`src/rtl/note_sequencer.sv`:
```
// Fret/string note recorder and player: samples contacts once per beat, stores one-hot
// string x fret notes in a small memory and replays them, optionally looping.
module note_sequencer #(
    parameter int unsigned NUM_STRINGS = 6,
    parameter int unsigned NUM_FRETS   = 4,
    parameter int unsigned DEPTH       = 64,
    parameter int unsigned ADDR_W      = 6,
    parameter int unsigned DIV_W       = 27,
    parameter int unsigned GUARD       = 10000,
    localparam int unsigned NOTE_W     = NUM_STRINGS * (NUM_FRETS + 1)
) (
    input  logic                   clk,
    input  logic                   reset,
    input  logic [DIV_W-1:0]       beat_period,
    input  logic                   cmd_record,
    input  logic                   cmd_play,
    input  logic                   cmd_stop,
    input  logic                   loop_en,
    input  logic [NUM_STRINGS-1:0] strings,
    input  logic [NUM_FRETS-1:0]   frets,
    output logic [1:0]             state,
    output logic [NOTE_W-1:0]      note_out,
    output logic                   note_valid,
    output logic                   beat,
    output logic [ADDR_W-1:0]      address,
    output logic [ADDR_W:0]        length,
    output logic                   full
);

    localparam int unsigned FRET_W = $clog2(NUM_FRETS + 1);
    localparam logic [DIV_W-1:0] MinPeriod = DIV_W'(GUARD + 2);
    localparam logic [DIV_W-1:0] GuardCnt = DIV_W'(GUARD);
    localparam logic [ADDR_W:0] LastLen = (ADDR_W + 1)'(DEPTH - 1);

    typedef enum logic [1:0] {
        StIdle   = 2'd0,
        StRecord = 2'd1,
        StPlay   = 2'd2
    } state_e;

    state_e                 state_q, state_d;
    logic [DIV_W-1:0]       timer_q, timer_d;
    logic [ADDR_W-1:0]      address_q, address_d;
    logic [ADDR_W:0]        length_q, length_d;
    logic                   full_q, full_d;
    logic [NUM_STRINGS-1:0] sacc_q, sacc_d;
    logic [FRET_W-1:0]      facc_q, facc_d;
    logic [NOTE_W-1:0]      note_out_q, note_out_d;
    logic                   note_valid_q, note_valid_d;

    logic [NOTE_W-1:0]      mem_q [DEPTH];
    logic                   wr_en;
    logic [NOTE_W-1:0]      note_enc;
    logic [DIV_W-1:0]       reload;
    logic [FRET_W-1:0]      bar_hi;
    logic                   beat_w;

    always_comb begin
        reload = ((beat_period < MinPeriod) ? MinPeriod : beat_period) - 1'b1;
        beat_w = (state_q != StIdle) && (timer_q == '0);
        note_enc = NOTE_W'(sacc_q) << (32'(facc_q) * NUM_STRINGS);

        bar_hi = '0;
        for (int i = 0; i < NUM_FRETS; i++) begin
            if (frets[i]) bar_hi = FRET_W'(i + 1);
        end

        state_d      = state_q;
        timer_d      = timer_q;
        address_d    = address_q;
        length_d     = length_q;
        full_d       = full_q;
        sacc_d       = sacc_q;
        facc_d       = facc_q;
        note_out_d   = note_out_q;
        note_valid_d = 1'b0;
        wr_en        = 1'b0;

        unique case (state_q)
            StIdle: begin
                // The final played/recorded note is shown for one cycle before clearing.
                note_out_d = '0;
                if (cmd_stop) begin
                    state_d = StIdle;
                end else if (cmd_record) begin
                    state_d   = StRecord;
                    timer_d   = reload;
                    address_d = '0;
                    length_d  = '0;
                    full_d    = 1'b0;
                    sacc_d    = '0;
                    facc_d    = '0;
                end else if (cmd_play && (length_q != '0)) begin
                    state_d   = StPlay;
                    timer_d   = reload;
                    address_d = '0;
                end
            end
            StRecord: begin
                timer_d = beat_w ? reload : timer_q - 1'b1;
                if (cmd_stop) begin
                    state_d    = StIdle;
                    note_out_d = '0;
                end else if (beat_w) begin
                    wr_en        = 1'b1;
                    note_out_d   = note_enc;
                    note_valid_d = 1'b1;
                    address_d    = address_q + 1'b1;
                    length_d     = length_q + 1'b1;
                    sacc_d       = '0;
                    facc_d       = '0;
                    if (length_q == LastLen) begin
                        full_d  = 1'b1;
                        state_d = StIdle;
                    end
                end else if (timer_q >= GuardCnt) begin
                    sacc_d = sacc_q | strings;
                    facc_d = (bar_hi > facc_q) ? bar_hi : facc_q;
                end
            end
            StPlay: begin
                timer_d = beat_w ? reload : timer_q - 1'b1;
                if (cmd_stop) begin
                    state_d    = StIdle;
                    note_out_d = '0;
                end else if (beat_w) begin
                    // note_out_q doubles as the memory's read register.
                    note_out_d   = mem_q[address_q];
                    note_valid_d = 1'b1;
                    if ({1'b0, address_q} == length_q - 1'b1) begin
                        address_d = '0;
                        if (!loop_en) state_d = StIdle;
                    end else begin
                        address_d = address_q + 1'b1;
                    end
                end
            end
            default: begin
                state_d    = StIdle;
                note_out_d = '0;
            end
        endcase
    end

    always_ff @(posedge clk or posedge reset) begin
        if (reset) begin
            state_q      <= StIdle;
            timer_q      <= '0;
            address_q    <= '0;
            length_q     <= '0;
            full_q       <= 1'b0;
            sacc_q       <= '0;
            facc_q       <= '0;
            note_out_q   <= '0;
            note_valid_q <= 1'b0;
        end else begin
            state_q      <= state_d;
            timer_q      <= timer_d;
            address_q    <= address_d;
            length_q     <= length_d;
            full_q       <= full_d;
            sacc_q       <= sacc_d;
            facc_q       <= facc_d;
            note_out_q   <= note_out_d;
            note_valid_q <= note_valid_d;
        end
    end

    always_ff @(posedge clk) begin
        if (wr_en) mem_q[address_q] <= note_enc;
    end

    assign state      = state_q;
    assign note_out   = note_out_q;
    assign note_valid = note_valid_q;
    assign beat       = beat_w;
    assign address    = address_q;
    assign length     = length_q;
    assign full       = full_q;

endmodule
```
`config.mk`:
```
export PLATFORM = sky130hd
export DESIGN_NAME = note_sequencer
export DESIGN_NICKNAME = d
export VERILOG_FILES = /design/src/rtl/note_sequencer.sv
export SDC_FILE = /design/constraint.sdc
export NUM_CORES = 2
export LEC_CHECK = 0
export ABC_CLOCK_PERIOD_IN_PS = 14630
export BUFFER_PORTS_ARGS = -buffer_cell sky130_fd_sc_hd__clkbuf_2
export CORE_ASPECT_RATIO = 2
export CORE_MARGIN = 4
export CORE_UTILIZATION = 50
export DETAILED_ROUTE_END_ITERATION = 12
export PLACE_DENSITY = 0.65
export SETUP_SLACK_MARGIN = 0.15
export SYNTH_ARGS = -nofsm -noshare
export SYNTH_HDL_FRONTEND = slang
export SYNTH_SLANG_ARGS = --single-unit
```
`constraint.sdc`:
```
create_clock -name clk -period 14.63 [get_ports clk]
set_input_delay 2.926 -clock clk [delete_from_list [all_inputs] [get_ports clk]]
set_output_delay 2.926 -clock clk [all_outputs]
set_load 0.02 [all_outputs]
```
==> impl_metrics.ini <==
[status]
status = finished, violations left
violations = capacitance limit

[route]
drt_iter0_markers = 6684
first_pass_iters = 9
drt-vias-per-instance = 6.832
wl_per_cell_um = 38.13
via_count = 47561
drc = 0
final_antenna_net_count = 0
totalWireLength_um = 265500

[floorplan]
rows = 206
fp.coreArea_sq_um = 157500
die_w_um = 289.4
start_util_pct = 50.28
die_area_sq_um = 165200
die_y_um = 570.8
io_pins = 91

[job]
cap_violations = 1

[logic_synthesis]
synth-compound-area-share_pct = 9.519
synth_nets = 4688
synth_edf_count = 1920
syn_avg_cell_area_sq_um = 17.10
synth_top_family_by_area = compound AO/OA/AOI/OAI gates
ys_seq_area_share_pct = 75.44
synth_warnings = 0
ys_seq_elements = 2003
synth_cell_type_count = 83
synth-main-ff-cell = edfxtp_1
synth_xor_area_share_pct = 0.3429
synth-async-reset-ratio_pct = 4.144
synthAdderAreaFrac_pct = 0.2465
synth_area_sq_um = 79180
synthMuxAreaShare_pct = 8.672
synth_simple_gate_area_share_pct = 4.031
synthCells = 4630

[critical_path]
reg2reg_from = address[2]
ff2ff_setup_slack_ps = 8820
required_ps = 11700
crit_top_cell = inv_1
cpMaxStageDelayCell = or4_4
worst_r2r_endpoint = note_out[27]
slowest_delay_ps = 640
worst-path-max-fanout = 11
critPathLaunchType = flip-flop
crit_chain = inv_1 -> ha_1 -> nor4b_2 -> nand4b_1 -> or4_4 -> inv_1 -> clkbuf_2
path_class = flip-flop to output pin
cp-end-kind = output pin
rr_worst_depth = 9
critical_path_arrival_ps = 3930

[power]
power_leakage_nw = 27.39
power_mw = 13.58
peakVddDrop_v = 0.0001266
powerDensity_nw_per_um2 = 153.4

[clocking]
ctsHoldBuffers = 0
cts_setup_buffers = 0
numCtsBuffers = 168
cts-htree-levels = 4
clkLatencyLatePin_ps = 860
cts_resized = 0
path_clk_slew_ps = 70
clockBufferDepth = 4
cts_sinks = 2003
clockRootBuffer = clkbuf_16
cts_tree = yes

[final_layout]
syn_to_final_growth_pct = 11.85
nNetsFinal = 4809
drive_above_1_share_pct = 18.58
finalNonFillerCells = 6962
seq_area_sq_um = 59740
fillers = 11882
multi_input_comb_area_sq_um = 18940

[timing]
worst_slack_ps = 7776
rsz0062_at_grt = false
tns_ps = 0
holdWs_ps = 501.9
finalCritPeriodShare_pct = 46.85
finClkSkew_ps = 56.93
fin_crit_ps = 6854
slew_violations = 0
hold_violations = 0
setup_viol = 0
fmax_ghz = 0.1459
tightest_slew_ps = 1467
slew_headroom_pct = 1.146

[grt]
grtUsageTotal_pct = 32.07
grt_pass1_wl_um = 366100
antenna_found_initial = 23
grt_max_degree = 113
grt-ovfl-total = 0
grt_pass1_vias = 45788

[placed_design]
dp_hpwl_um = 160400
place_ws_ps = 7465
io_buffer_count = 90
gp_congestion = 1.009
placed_cells = 6655

[worst_hold_path]
min_path_cells = 2
hp-start = full
holdCritPathClass = flip-flop to flip-flop
whs_endpoint = full
-- synth_stat cells (all sizes together), types with 41 or more instances --
master  number  area [sq um]
edfxtp    1920         57660
nor2       276          1046
mux2i      245          2452
a221oi     210          1846
clkbuf     201         754.5
o21ai      193         965.9
nand2      154         578.1
a21oi      141         716.9
mux4       135          3040
a22oi      130         975.9
mux2       122          1374
buf        116         543.0
o22ai      109         681.9
dfrtp       83          2077
nor3        54         270.3
nand3       51         255.2
a221o       46         460.4
a22o        41         359.1
-- worst max-delay path: cells and delay by family, from the launching register on --
kind / cells / cell delay, ps
simple gates: 3 / 1730
fa+ha+maj: 1 / 200
buf+inv: 3 / 750
flops: 1 / 430
-- layout by cell type (no fill, tap or decap), types with 135 or more instances in the layout --
cell type  synthesis  final
edfxtp_1        1920   1920
mux2i_1          245    243
a221oi_1         209    208
o21ai_0          189    187
nor2_1           274    183
clkbuf_16          0    172
buf_4              0    169
nand2_1          154    154
a21oi_1          140    139
mux4_2           135    135
-- worst max path at each step --
| stage | start | endpoint | cells after the start |
|---|---|---|---|
| 3_5_place_dp | beat_period[20] | timer_q[24] | 14 |
| 4_1_cts | timer_q[0] | beat | 7 |
| 6_report | timer_q[0] | beat | 7 |
| 3_3_place_gp | beat_period[21] | timer_q[24] | 14 |
| 2_1_floorplan | facc_q[1] | mem_q[0][0] | 7 |
| 5_1_grt | timer_q[0] | beat | 7 |
-- layout make-up --
class / count / share of cell area, %
clock buffers: 202 / 4.987
repair buffers: 268 / 2.121
inverters: 23 / 0.1088
diodes: 12 / 0.03391
clock inverters: 87 / 0.9649
well taps: 2080 / 2.939
multi-input cells: 2287 / 21.39
flip-flops and latches: 2003 / 67.46
-- power by group --
part	internal, mW	switching, mW	total (mW)
clock network	2.45	2.02	4.47
logic	0.660	1.82	2.48
registers	6.54	0.0962	6.64
total	9.65	3.93	13.6
-- through the flow --
step	utilization (%)	instance area, sq um
4_1_cts	56.17	88450
5_1_grt	56.22	88540
3_5_place_dp	52.82	83180
3_3_place_gp	52.82	83180
6_report	56.24	88560
2_1_floorplan	-	79180
-- state kept, by name, indices dropped and copies added, names as in the netlist --
signal      cells
full            1
sacc_q          6
timer_q        27
length          7
note_valid      1
address         6
mem_q        1920
state           2
facc_q          3
note_out       30
-- cells by family (layout without fill, tap and decap cells) --
logic type,after synthesis,after routing
DFF,2003,2003
AOI/OAI and AO/OA,1054,1054
and+or+nand+nor,685,685
muxes,502,502
buffers and inverters,340,580
xor gates and xnor gates,31,31
adders and majority gates,15,15
other,0,12
-- routing by layer --
metal	global-route usage, %	vias up	wire, um
li1	-	19107	-
met1	36.28	24157	83000
met2	50.49	3346	125100
met3	8.423	935	28070
met4	27.28	16	29160
met5	0.08929	-	101
Power figures use the tool's default switching activity.
